[src/rtl/ysyx_22040750_ex_mem_buf.sv]
// EX/MEM pipeline buffer: a two-entry in-order queue made of a head register
// and a skid register. Ready is registered, so EX never sees a combinational
// path from I_MEM_ready. A forwarding tap exposes the newest held entry that
// writes a non-zero register.
//
// Handshake: an EX transfer happens on a rising edge when
// I_result_valid && O_EX_MEM_ready. A MEM transfer happens when
// O_valid && I_MEM_ready. The head fields stay stable while O_valid is high
// and I_MEM_ready is low.
module ysyx_22040750_ex_mem_buf #(
   parameter int W_DATA = 64
) (
   input  logic              I_sys_clk,
   input  logic              I_rst,
   input  logic [W_DATA-1:0] I_result,
   input  logic [W_DATA-1:0] I_csr_data,
   input  logic [4:0]        I_rd,
   input  logic [7:0]        I_ctrl,
   input  logic              I_result_valid,
   output logic              O_EX_MEM_ready,
   input  logic              I_flush,
   input  logic              I_MEM_ready,
   output logic [W_DATA-1:0] O_result,
   output logic [W_DATA-1:0] O_csr_data,
   output logic [4:0]        O_rd,
   output logic [7:0]        O_ctrl,
   output logic              O_valid,
   output logic              O_fwd_valid,
   output logic [4:0]        O_fwd_rd,
   output logic [W_DATA-1:0] O_fwd_data,
   output logic [1:0]        O_dbg_state
);

   typedef enum logic [1:0] {
      ST_EMPTY = 2'b00,
      ST_ONE   = 2'b01,
      ST_TWO   = 2'b10
   } state_t;

   // One queued entry; ctrl = {wen, csr_wen, mem_ren, mem_wen, size[2:0], sext}
   typedef struct packed {
      logic [W_DATA-1:0] result;
      logic [W_DATA-1:0] csr;
      logic [4:0]        rd;
      logic [7:0]        ctrl;
   } ent_t;

   state_t r_state;
   state_t w_next;
   logic   r_valid;
   logic   r_ready;
   ent_t   r_head;
   ent_t   r_skid;
   ent_t   w_in;
   logic   w_ex_xfer;
   logic   w_mem_xfer;
   logic   w_load_head;
   logic   w_load_skid;
   logic   w_skid_to_head;
   logic   w_head_hit;
   logic   w_skid_hit;

   assign w_in       = '{result: I_result, csr: I_csr_data, rd: I_rd, ctrl: I_ctrl};
   assign w_ex_xfer  = I_result_valid & r_ready;
   assign w_mem_xfer = r_valid & I_MEM_ready;

   // Next-state and register-load decode; flush drops everything, including
   // an EX entry offered in the same cycle.
   always_comb begin
      w_next         = r_state;
      w_load_head    = 1'b0;
      w_load_skid    = 1'b0;
      w_skid_to_head = 1'b0;
      if (I_flush) begin
         w_next = ST_EMPTY;
      end else begin
         case (r_state)
            ST_EMPTY: begin
               if (w_ex_xfer) begin
                  w_load_head = 1'b1;
                  w_next      = ST_ONE;
               end
            end
            ST_ONE: begin
               if (w_ex_xfer && w_mem_xfer) begin
                  w_load_head = 1'b1;
                  w_next      = ST_ONE;
               end else if (w_ex_xfer) begin
                  w_load_skid = 1'b1;
                  w_next      = ST_TWO;
               end else if (w_mem_xfer) begin
                  w_next = ST_EMPTY;
               end
            end
            ST_TWO: begin
               if (w_mem_xfer) begin
                  w_skid_to_head = 1'b1;
                  w_next         = ST_ONE;
               end
            end
            default: w_next = ST_EMPTY;
         endcase
      end
   end

   // State register with the registered valid/ready flags derived from it
   always_ff @(posedge I_sys_clk) begin
      if (I_rst) begin
         r_state <= ST_EMPTY;
         r_valid <= 1'b0;
         r_ready <= 1'b1;
      end else begin
         r_state <= w_next;
         r_valid <= (w_next != ST_EMPTY);
         r_ready <= (w_next != ST_TWO);
      end
   end

   // Data registers carry no reset; outputs are masked while nothing is held
   always_ff @(posedge I_sys_clk) begin
      if (w_load_head) begin
         r_head <= w_in;
      end else if (w_skid_to_head) begin
         r_head <= r_skid;
      end
      if (w_load_skid) begin
         r_skid <= w_in;
      end
   end

   assign O_valid        = r_valid;
   assign O_EX_MEM_ready = r_ready;
   assign O_dbg_state    = r_state;
   assign O_result       = r_valid ? r_head.result : '0;
   assign O_csr_data     = r_valid ? r_head.csr    : '0;
   assign O_rd           = r_valid ? r_head.rd     : 5'd0;
   assign O_ctrl         = r_valid ? r_head.ctrl   : 8'd0;

   assign w_skid_hit = (r_state == ST_TWO) & r_skid.ctrl[7] & (r_skid.rd != 5'd0);
   assign w_head_hit = r_valid & r_head.ctrl[7] & (r_head.rd != 5'd0);

   // Forwarding tap: the skid entry is younger, so it wins over the head
   always_comb begin
      O_fwd_valid = 1'b0;
      O_fwd_rd    = 5'd0;
      O_fwd_data  = '0;
      if (w_skid_hit) begin
         O_fwd_valid = 1'b1;
         O_fwd_rd    = r_skid.rd;
         O_fwd_data  = r_skid.result;
      end else if (w_head_hit) begin
         O_fwd_valid = 1'b1;
         O_fwd_rd    = r_head.rd;
         O_fwd_data  = r_head.result;
      end
   end

endmodule

[config.mk]
export PLATFORM = sky130hd
export DESIGN_NAME = ysyx_22040750_ex_mem_buf
export DESIGN_NICKNAME = d
export VERILOG_FILES = /design/src/rtl/ysyx_22040750_ex_mem_buf.sv
export SDC_FILE = /design/constraint.sdc
export NUM_CORES = 1
export LEC_CHECK = 0
export CAP_MARGIN = 10
export CORE_MARGIN = 2
export CORE_UTILIZATION = 30
export CTS_BUF_LIST = sky130_fd_sc_hd__clkbuf_16
export DETAILED_ROUTE_END_ITERATION = 7
export SLEW_MARGIN = 20
export SYNTH_ARGS = -nofsm -noshare
export SYNTH_HDL_FRONTEND = slang
export SYNTH_SLANG_ARGS = --single-unit
[constraint.sdc]
create_clock -name I_sys_clk -period 20.9 [get_ports I_sys_clk]
set_clock_uncertainty 0.15 [all_clocks]
set_input_delay 4.18 -clock I_sys_clk [delete_from_list [all_inputs] [get_ports I_sys_clk]]
set_output_delay 4.18 -clock I_sys_clk [all_outputs]
set_load 0.05 [all_outputs]
==> results.json <==
{
  "rrSetupSlack_ps": 16880,
  "final_area_um2": 18300,
  "whs_ps": 394,
  "dieArea_um2": 45500,
  "clock_latency_ps": 530,
  "rsz0062_at_grt": "false",
  "worstHoldStart": "r_skid[69]",
  "num_vias": 8484,
  "nets": 1354,
  "min_path_type": "reg -> reg",
  "slew_violations": 0,
  "final_cell_mix": "360 x clkdlybuf4s50_1, 282 x edfxtp_1, 142 x and2_1, 90 x mux2_4, 73 x inv_1",
  "clockRootBuffer": "clkbuf_16",
  "routabilityCongestion": 0.770,
  "synth_cell_type_count": 32,
  "routed_wl_um": 36100,
  "cts_tree": "yes",
  "cts_buffers": 34,
  "fmax_mhz": 119,
  "final_common_cell": "clkdlybuf4s50_1",
  "cp.arrival_ps": 4110,
  "final-seq-area_um2": 8550,
  "grt_pass1_vias": 8544,
  "synth_warnings": 0,
  "required_ps": 16570,
  "startpoint": "r_skid[11]",
  "drtIter0Drc": 280,
  "start_util_pct": 30.5,
  "dp_slack_ps": 12980,
  "grt_antenna_before_repair": 4,
  "start_kind": "flop",
  "clk_pin_slew_ps": 60,
  "cp-end-kind": "output port",
  "die_y_um": 213,
  "synth_sequential_area_ratio_pct": 65.0,
  "slew_headroom_pct": 28.7,
  "drtPass1Iterations": 5,
  "fin_crit_ps": 8440,
  "fillers": 4063,
  "critPathMaxFanout": 66,
  "clock_path_buffers": 3,
  "ant_nets": 0,
  "drv_cap": 0,
  "synth-seq-cells": 286,
  "setup_viol": 0,
  "synth_cells": 868,
  "r2r_start": "O_valid",
  "cts_resized": 0,
  "place.port_buffers": 360,
  "path_class": "reg -> out",
  "track_usage_pct": 15.4,
  "grt_pass1_wl_um": 52800,
  "power_density_nw_per_um2": 75.8,
  "clock_sinks": 286,
  "grt_max_degree": 83,
  "area_delta_synth_final_pct": 39.2,
  "tns_ps": 0,
  "status": "complete, no violations",
  "fin_util_pct": 42.4,
  "num_antenna_cells": 0,
  "worst_slack_ps": 12460,
  "tightest_slew_ps": 1070,
  "htree_levels": 2,
  "cts_setup_buffers": 0,
  "multi_input_area_um2": 4050,
  "io_pins": 361,
  "hold_violations": 0,
  "die_w_um": 213,
  "dpl_cell_area_um2": 17300,
  "wl_per_cell_um": 19.9,
  "rows": 76,
  "leakage_nw": 6.58,
  "syn_nets": 1014,
  "hpwl_um": 23800,
  "drcViolationCount": 0,
  "grt_overflow": 0,
  "post-route-period-util_pct": 40.4,
  "drive_gt1_share_pct": 16.9,
  "netlist_area_um2": 13200,
  "coreArea_um2": 43200,
  "cts_hold_repair.buffers": 0,
  "via_per_inst": 4.67,
  "syn_avg_cell_area_um2": 15.2,
  "ir_drop_uv": 51.2
}
==> registers in the layout, indices dropped and copies added (netlist names) <==
signal / flops
r_head: 141
O_EX_MEM_ready: 1
O_valid: 1
O_dbg_state: 2
r_skid: 141
==> worst max-delay path, stage by stage, from the launching register on <==
cell and delay, ps:
edfxtp_1 420, or4_2 670, buf_4 360, o21a_2 450
buf_4 350, o31ai_1 380, clkdlybuf4s50_1 870
==> power by group <==
part | internal (mW) | switching (mW) | leakage (nW)
Clock | 0.328 | 0.234 | 0.546
Combinational | 0.0735 | 0.0924 | 3.41
Sequential | 0.653 | 0.00816 | 2.62
==> metal layers <==
layer / part of all wire, % / up-vias / global-route usage (%) / routed length [um]
li1: - / 3934 / - / -
met1: 42 / 4164 / 19.4 / 15200
met2: 46 / 317 / 24.1 / 16600
met3: 9.3 / 63 / 5.64 / 3350
met4: 2.5 / 6 / 5.72 / 919
met5: 0.11 / - / 0 / 38
==> metrics by stage <==
stage                     power [mW]  cells
after floorplan                0.775    868
after global placement         0.840   1757
after detailed placement       0.841   1757
after CTS                       1.41   1816
after global routing            1.44   1816
final                           1.39   1816
==> final timing paths <==
path,to,cells past startpoint
worst max register to register,r_head[105],5
worst min-delay path,r_head[69],1
worst min register to register,r_head[69],1
worst max-delay path,O_fwd_data[25],6
==> layout make-up <==
cell class	count	area share, %
timing repair buffer	373	20.2
multi-input combinational	449	22.1
sequential	286	46.7
inverter	64	1.31
tap	585	4.00
clock buffer	35	4.78
clock inverter	24	0.895
==> kinds of logic after synthesis <==
group	Yosys count	synth area share [%]
multiplexers	141	14.6
AO/OA/AOI/OAI	144	8.16
buffers and inverters	133	4.50
flip-flops	286	65.0
AND/OR/NAND/NOR	164	7.71
==> synthesized netlist by cell type <==
cell type / count / area share, %
and4_1: 1 / 0.067
nand3_1: 1 / 0.038
o32ai_1: 1 / 0.067
o21a_1: 1 / 0.057
buf_2: 14 / 0.53
dfxtp_1: 4 / 0.61
o211ai_1: 65 / 3.7
edfxtp_1: 282 / 64
inv_1: 64 / 1.8
o211a_1: 1 / 0.076
or4_1: 3 / 0.17
buf_1: 7 / 0.20
nand2_1: 9 / 0.26
nor2b_1: 1 / 0.048
and2_1: 142 / 6.8
mux2_4: 90 / 10
a21oi_1: 2 / 0.076
o31ai_1: 64 / 3.7
a2111oi_0: 1 / 0.067
nor2_1: 1 / 0.029
or3_1: 1 / 0.048
buf_6: 10 / 0.86
a32o_1: 2 / 0.15
o21ai_0: 5 / 0.19
and3b_1: 2 / 0.13
o21bai_1: 1 / 0.057
nor3b_1: 1 / 0.057
and3_1: 1 / 0.048
clkbuf_1: 38 / 1.1
nor4b_1: 1 / 0.067
a21boi_1: 1 / 0.057
mux2_2: 51 / 4.4
No activity file was read; power rests on OpenSTA's default activity.
==> RTL change 1 (same settings) <==
The parameter `W_DATA` goes from 64 to 96.
--- a/src/rtl/ysyx_22040750_ex_mem_buf.sv
+++ b/src/rtl/ysyx_22040750_ex_mem_buf.sv
@@ -9,5 +9,5 @@
 // and I_MEM_ready is low.
 module ysyx_22040750_ex_mem_buf #(
-   parameter int W_DATA = 64
+   parameter int W_DATA = 96
 ) (
    input  logic              I_sys_clk,
Ports: changed (5 resized); port bits go from 361 to 521. The function was not compared with the original's and may differ.
==> RTL change 1 against the original RTL <==
- wire length increased by 50%
- count of clock-buffer cells in the layout increased by 13
- clock power increased by 43%
- total power increased by 43%
- register-to-register slack got worse by 0.61 ns
- worst setup slack got worse by 0.23 ns
- synthesized area increased by 41%
- design area increased by 42%
- sequential cell count increased by 128
- largest power group unchanged
==> RTL change 1: results (changes against the original RTL) <==
* Critical Path End: O_fwd_data[2]
* Mapped Nets at 1462 (+44%)
* Vias in the first global route at 12890 (+51%)
* Top cells by count, synth: 410 x edfxtp_1, 206 x and2_1, 195 x mux2_2
* Crit path arrival time at 4.34 ns (+0.23 ns)
* GRT Total Usage at 16.31% (+0.94 points)
* DP Wirelength at 34430 µm (+45%)
* Status: finished, final reports clean
* Number of synthesized flops with an enable pin at 410 (+45%)
* Crit Path Max Fanout at 68 (+3.0%)
* Reg-to-Reg End: r_head[116]
* Total wire length at 54180 µm (+50%)
* Main area contributors after synthesis: edfxtp_1 66%, mux2_2 12%, and2_1 6.9%, o211ai_1 3.9%, o31ai_1 3.6%
* Seq/Total Area, Yosys at 66.69% (+1.7 points)
* CTS Buf Count at 48 (+41%)
* Tmin final at 8.670 ns (+0.2343 ns)
* First-pass GRT wire length at 80100 µm (+52%)
* Initial drt markers at 626 (+120%)
* Sw frac at 24.13% (+0.069 points)
* Routed met2 length at 26720 µm (+61%)
* Nets@finish at 1946 (+44%)
* Reg2Reg Setup Slack at 16.27 ns (-0.61 ns)
* Dpl ws at 12.76 ns (-0.2156 ns)
* Worst-Skew Late Latency at 0.57 ns (+0.04 ns)
* Static Leakage at 8.879 nW (+35%)
* R2R depth at 7 (+2)
* Initial antenna violation count at 6 (+2)
* Share of cells above drive strength 1 at 16.30% (-0.60 points)
* Post-Route M1 WL at 21430 µm (+41%)
* Gpl congestion at 0.7889 (+2.5%)
* PortBufs at 520 (+44%)
* Vias per cell at 4.815 (+3.1%)
* Largest net degree at the start of global routing at 156 (+88%)
* Fillcell total at 5651 (+39%)
==> RTL change 1: changes by cell type after synthesis, sizes merged <==
cell and change:
edfxtp +128, buf +9, inv +32, o31ai +32, clkbuf +23, and2 +64, mux2 +64, o211ai +32
==> RTL change 1: worst max-delay path, stage by stage (launching register included) <==
cell and delay, ns:
edfxtp_1 0.41, or4_4 0.78, o21a_4 0.45, buf_4 0.45, o31ai_1 0.69, clkdlybuf4s50_1 0.92
==> RTL change 1: cell families after synthesis <==
group	share of synthesized area, %
AO/OA/AOI/OAI	8.552
flip-flops	66.69
AND/OR/NAND/NOR	7.616
multiplexers	12.42
buffers and inverters	4.714
==> RTL change 1: metal layers <==
metal | GRT usage (%) | vias up
li1 | - | 5661
met1 | 19.59 | 6185
met2 | 27.61 | 421
met3 | 4.646 | 101
met4 | 6.407 | 2
met5 | 0 | -
==> RTL change 1: worst min-delay path by stage <==
stage                    start         end  slack (ns)  cells past startpoint
floorplan           r_skid[54]  r_head[54]        0.36                      1
global placement    r_skid[60]  r_head[60]        0.37                      1
detailed placement  r_skid[57]  r_head[57]        0.37                      1
CTS                 r_skid[57]  r_head[57]        0.39                      1
global route        r_skid[83]  r_head[83]        0.40                      1
finish              r_skid[57]  r_head[57]        0.38                      1
==> RTL change 1: area by class of cell <==
type	instances	area [µm²]	area share, %
flip-flops and latches	414	12400	47.73
multi-input cells	641	5369	20.67
repair buffers	535	5350	20.60
clock buffers	48	1201	4.625
well taps	790	988.4	3.806
inverters	96	360.3	1.388
clock inverters	39	290.3	1.118
diodes	6	15.01	0.05781
==> RTL change 1: per-stage QoR <==
step                instances  instance area [µm²]
detailed placement       2476                24460
floorplan                1252                18590
global route             2568                25970
CTS                      2563                25950
global placement         2476                24460
finish                   2569                25970
==> RTL change 1: power by group through the flow <==
stage	clock, mW	combinational, mW	sequential (mW)
CTS	0.830	0.234	0.956
global placement	0	0.230	0.972
detailed placement	0	0.233	0.973
global route	0.856	0.244	0.958
floorplan	0	0.132	0.981
finish	0.802	0.230	0.956
==> RTL change 2 (config.mk and constraints unchanged) <==
Made on the original files. Register the output `O_dbg_state` once more, with the module's reset; this adds one clock of latency there. The other outputs are not delayed to match.
--- a/src/rtl/ysyx_22040750_ex_mem_buf.sv
+++ b/src/rtl/ysyx_22040750_ex_mem_buf.sv
@@ -131,5 +131,11 @@
    assign O_valid        = r_valid;
    assign O_EX_MEM_ready = r_ready;
-   assign O_dbg_state    = r_state;
+   always_ff @(posedge I_sys_clk) begin
+      if (I_rst) begin
+         O_dbg_state <= '0;
+      end else begin
+         O_dbg_state <= r_state;
+      end
+   end
    assign O_result       = r_valid ? r_head.result : '0;
    assign O_csr_data     = r_valid ? r_head.csr    : '0;
Behaviour: not the same (a bounded check fails within 4 cycles, from zero or initial values and one cycle with I_rst high).
==> RTL change 2 against the original RTL <==
- design area grew 0.51%
- sequential cell count grew 2
- count of clock-buffer cells in the layout is the same
- wire length shrank 4.4%
- synthesized area grew 1.1%
- synthesized cell count grew 0.46%
- global-route usage shrank 0.65 points
- critical path depth is the same
- worst setup slack gained 0.36 ns
- total power grew 1.1%
- worst hold slack gained 0.00083 ns
- fmax grew 4.5%
==> RTL change 2: results (changes against the original RTL) <==
* Status: finished, final reports clean
* Worst hold path cell count at 1 (unchanged)
* Internal at 1.071 mW (+1.5%)
* Static Leakage at 6.606 nW (+0.36%)
* CTS Root Cell: clkbuf_16
* Crit Path Max Fanout at 71 (+7.6%)
* VDD IR-drop max at 0.06969 mV (+36%)
* Reg2Reg Setup Slack at 17.44 ns (+0.56 ns)
* Post-DP Area at 17340 µm² (+0.35%)
* Headroom to the max-slew limit at 26.55% (-2.2 points)
* DP Wirelength at 22540 µm (-5.1%)
* R2R depth at 4 (-1)
* Crit path arrival time at 3.74 ns (-0.37 ns)
* Total wire length at 34530 µm (-4.4%)
* DR vias at 8440 (-0.52%)
* Main area contributors after synthesis: edfxtp_1 64%, mux2_4 10%, and2_1 6.7%, mux2_2 4.3%, o211ai_1 3.7%
* Nets@finish at 1358 (+0.30%)
* YS warnings at 0 (unchanged)
* Critical Path End: O_fwd_data[14]
* Mapped Nets at 1018 (+0.39%)
* First-pass GRT wire length at 52760 µm (-0.13%)
* Max-cap viol count at 0 (unchanged)
* Hold_sp: r_skid[67]
* Seq/Total Area, Yosys at 64.58% (-0.41 points)
* Setup Fix Bufs, Post-CTS at 0 (unchanged)
* CP startpoint: r_state[1]
* Gpl congestion at 0.7848 (+1.9%)
* Critical Path Max Stage Delay at 0.74 ns (-0.13 ns)
* GRT Total Usage at 14.73% (-0.65 points)
* Cts repair resizes at 0 (unchanged)
* Vias in the first global route at 8579 (+0.41%)
* Min-delay worst type: reg -> reg
* Count of cell types in the netlist at 35 (+9.4%)
* Ys async rst share at 0% (unchanged)
* WHS Endpoint: r_head[67]
* Drt first pass iters at 5 (unchanged)
* Initial antenna violation count at 3 (-1)
* CTS clk-pin slew, worst paths at 0.06 ns (about the same)
* Number of synthesized flops with an enable pin at 282 (unchanged)
* Initial drt markers at 407 (+45%)
* Largest net degree at the start of global routing at 75 (-9.6%)
* Share of cells above drive strength 1 at 17.00% (+0.11 points)
* PortBufs at 360 (unchanged)
* CTS HTree Levels at 2 (unchanged)
* Reg-to-Reg End: r_skid[101]
## RTL change 2: changes by cell type after synthesis, sizes merged
cell and change:
dfxtp +2, clkbuf +2, nor2b +2, buf -2
## RTL change 2: cell type report
cell class,count,area (µm²)
diodes,1,2.502
clock buffers,35,875.8
clock inverters,24,192.7
fillers,4128,25620
inverters,64,240.2
multi-input cells,451,4063
flip-flops and latches,288,8592
well taps,592,740.7
repair buffers,373,3701
## RTL change 2: kinds of logic (layout without fill, tap and decap cells)
logic type	Yosys count	in the layout	synth area share, %
AO/OA/AOI/OAI	144	144	8.072
buffers and inverters	133	496	5.118
flip-flops	288	288	64.58
multiplexers	141	141	14.48
other	0	1	0
AND/OR/NAND/NOR	166	166	7.752
## RTL change 2: layer usage
| layer | part of all wire (%) | vias to the layer above | GRT usage (%) |
|---|---|---|---|
| li1 | - | 3949 | - |
| met1 | 44 | 4117 | 19.05 |
| met2 | 44 | 304 | 22.29 |
| met3 | 8.9 | 66 | 5.603 |
| met4 | 2.9 | 4 | 5.718 |
| met5 | 0.078 | - | 0 |
## RTL change 2: power by group through the flow
stage	logic (mW)	clock network (mW)	registers, mW
after floorplan	0.102	0	0.680
after global placement	0.165	0	0.677
after detailed placement	0.167	0	0.678
after CTS	0.167	0.598	0.666
after global routing	0.174	0.617	0.668
final	0.164	0.573	0.666
## RTL change 2: metrics by stage
step	std cells	hold WS, ns	setup slack [ns]	power [mW]
floorplan	872	0.3394	0.8189	0.7817
CTS	1827	0.3934	12.77	1.431
global placement	1768	0.3792	13.32	0.8426
detailed placement	1768	0.3822	13.28	0.8444
global route	1828	0.4073	12.62	1.458
finish	1828	0.3952	12.83	1.403
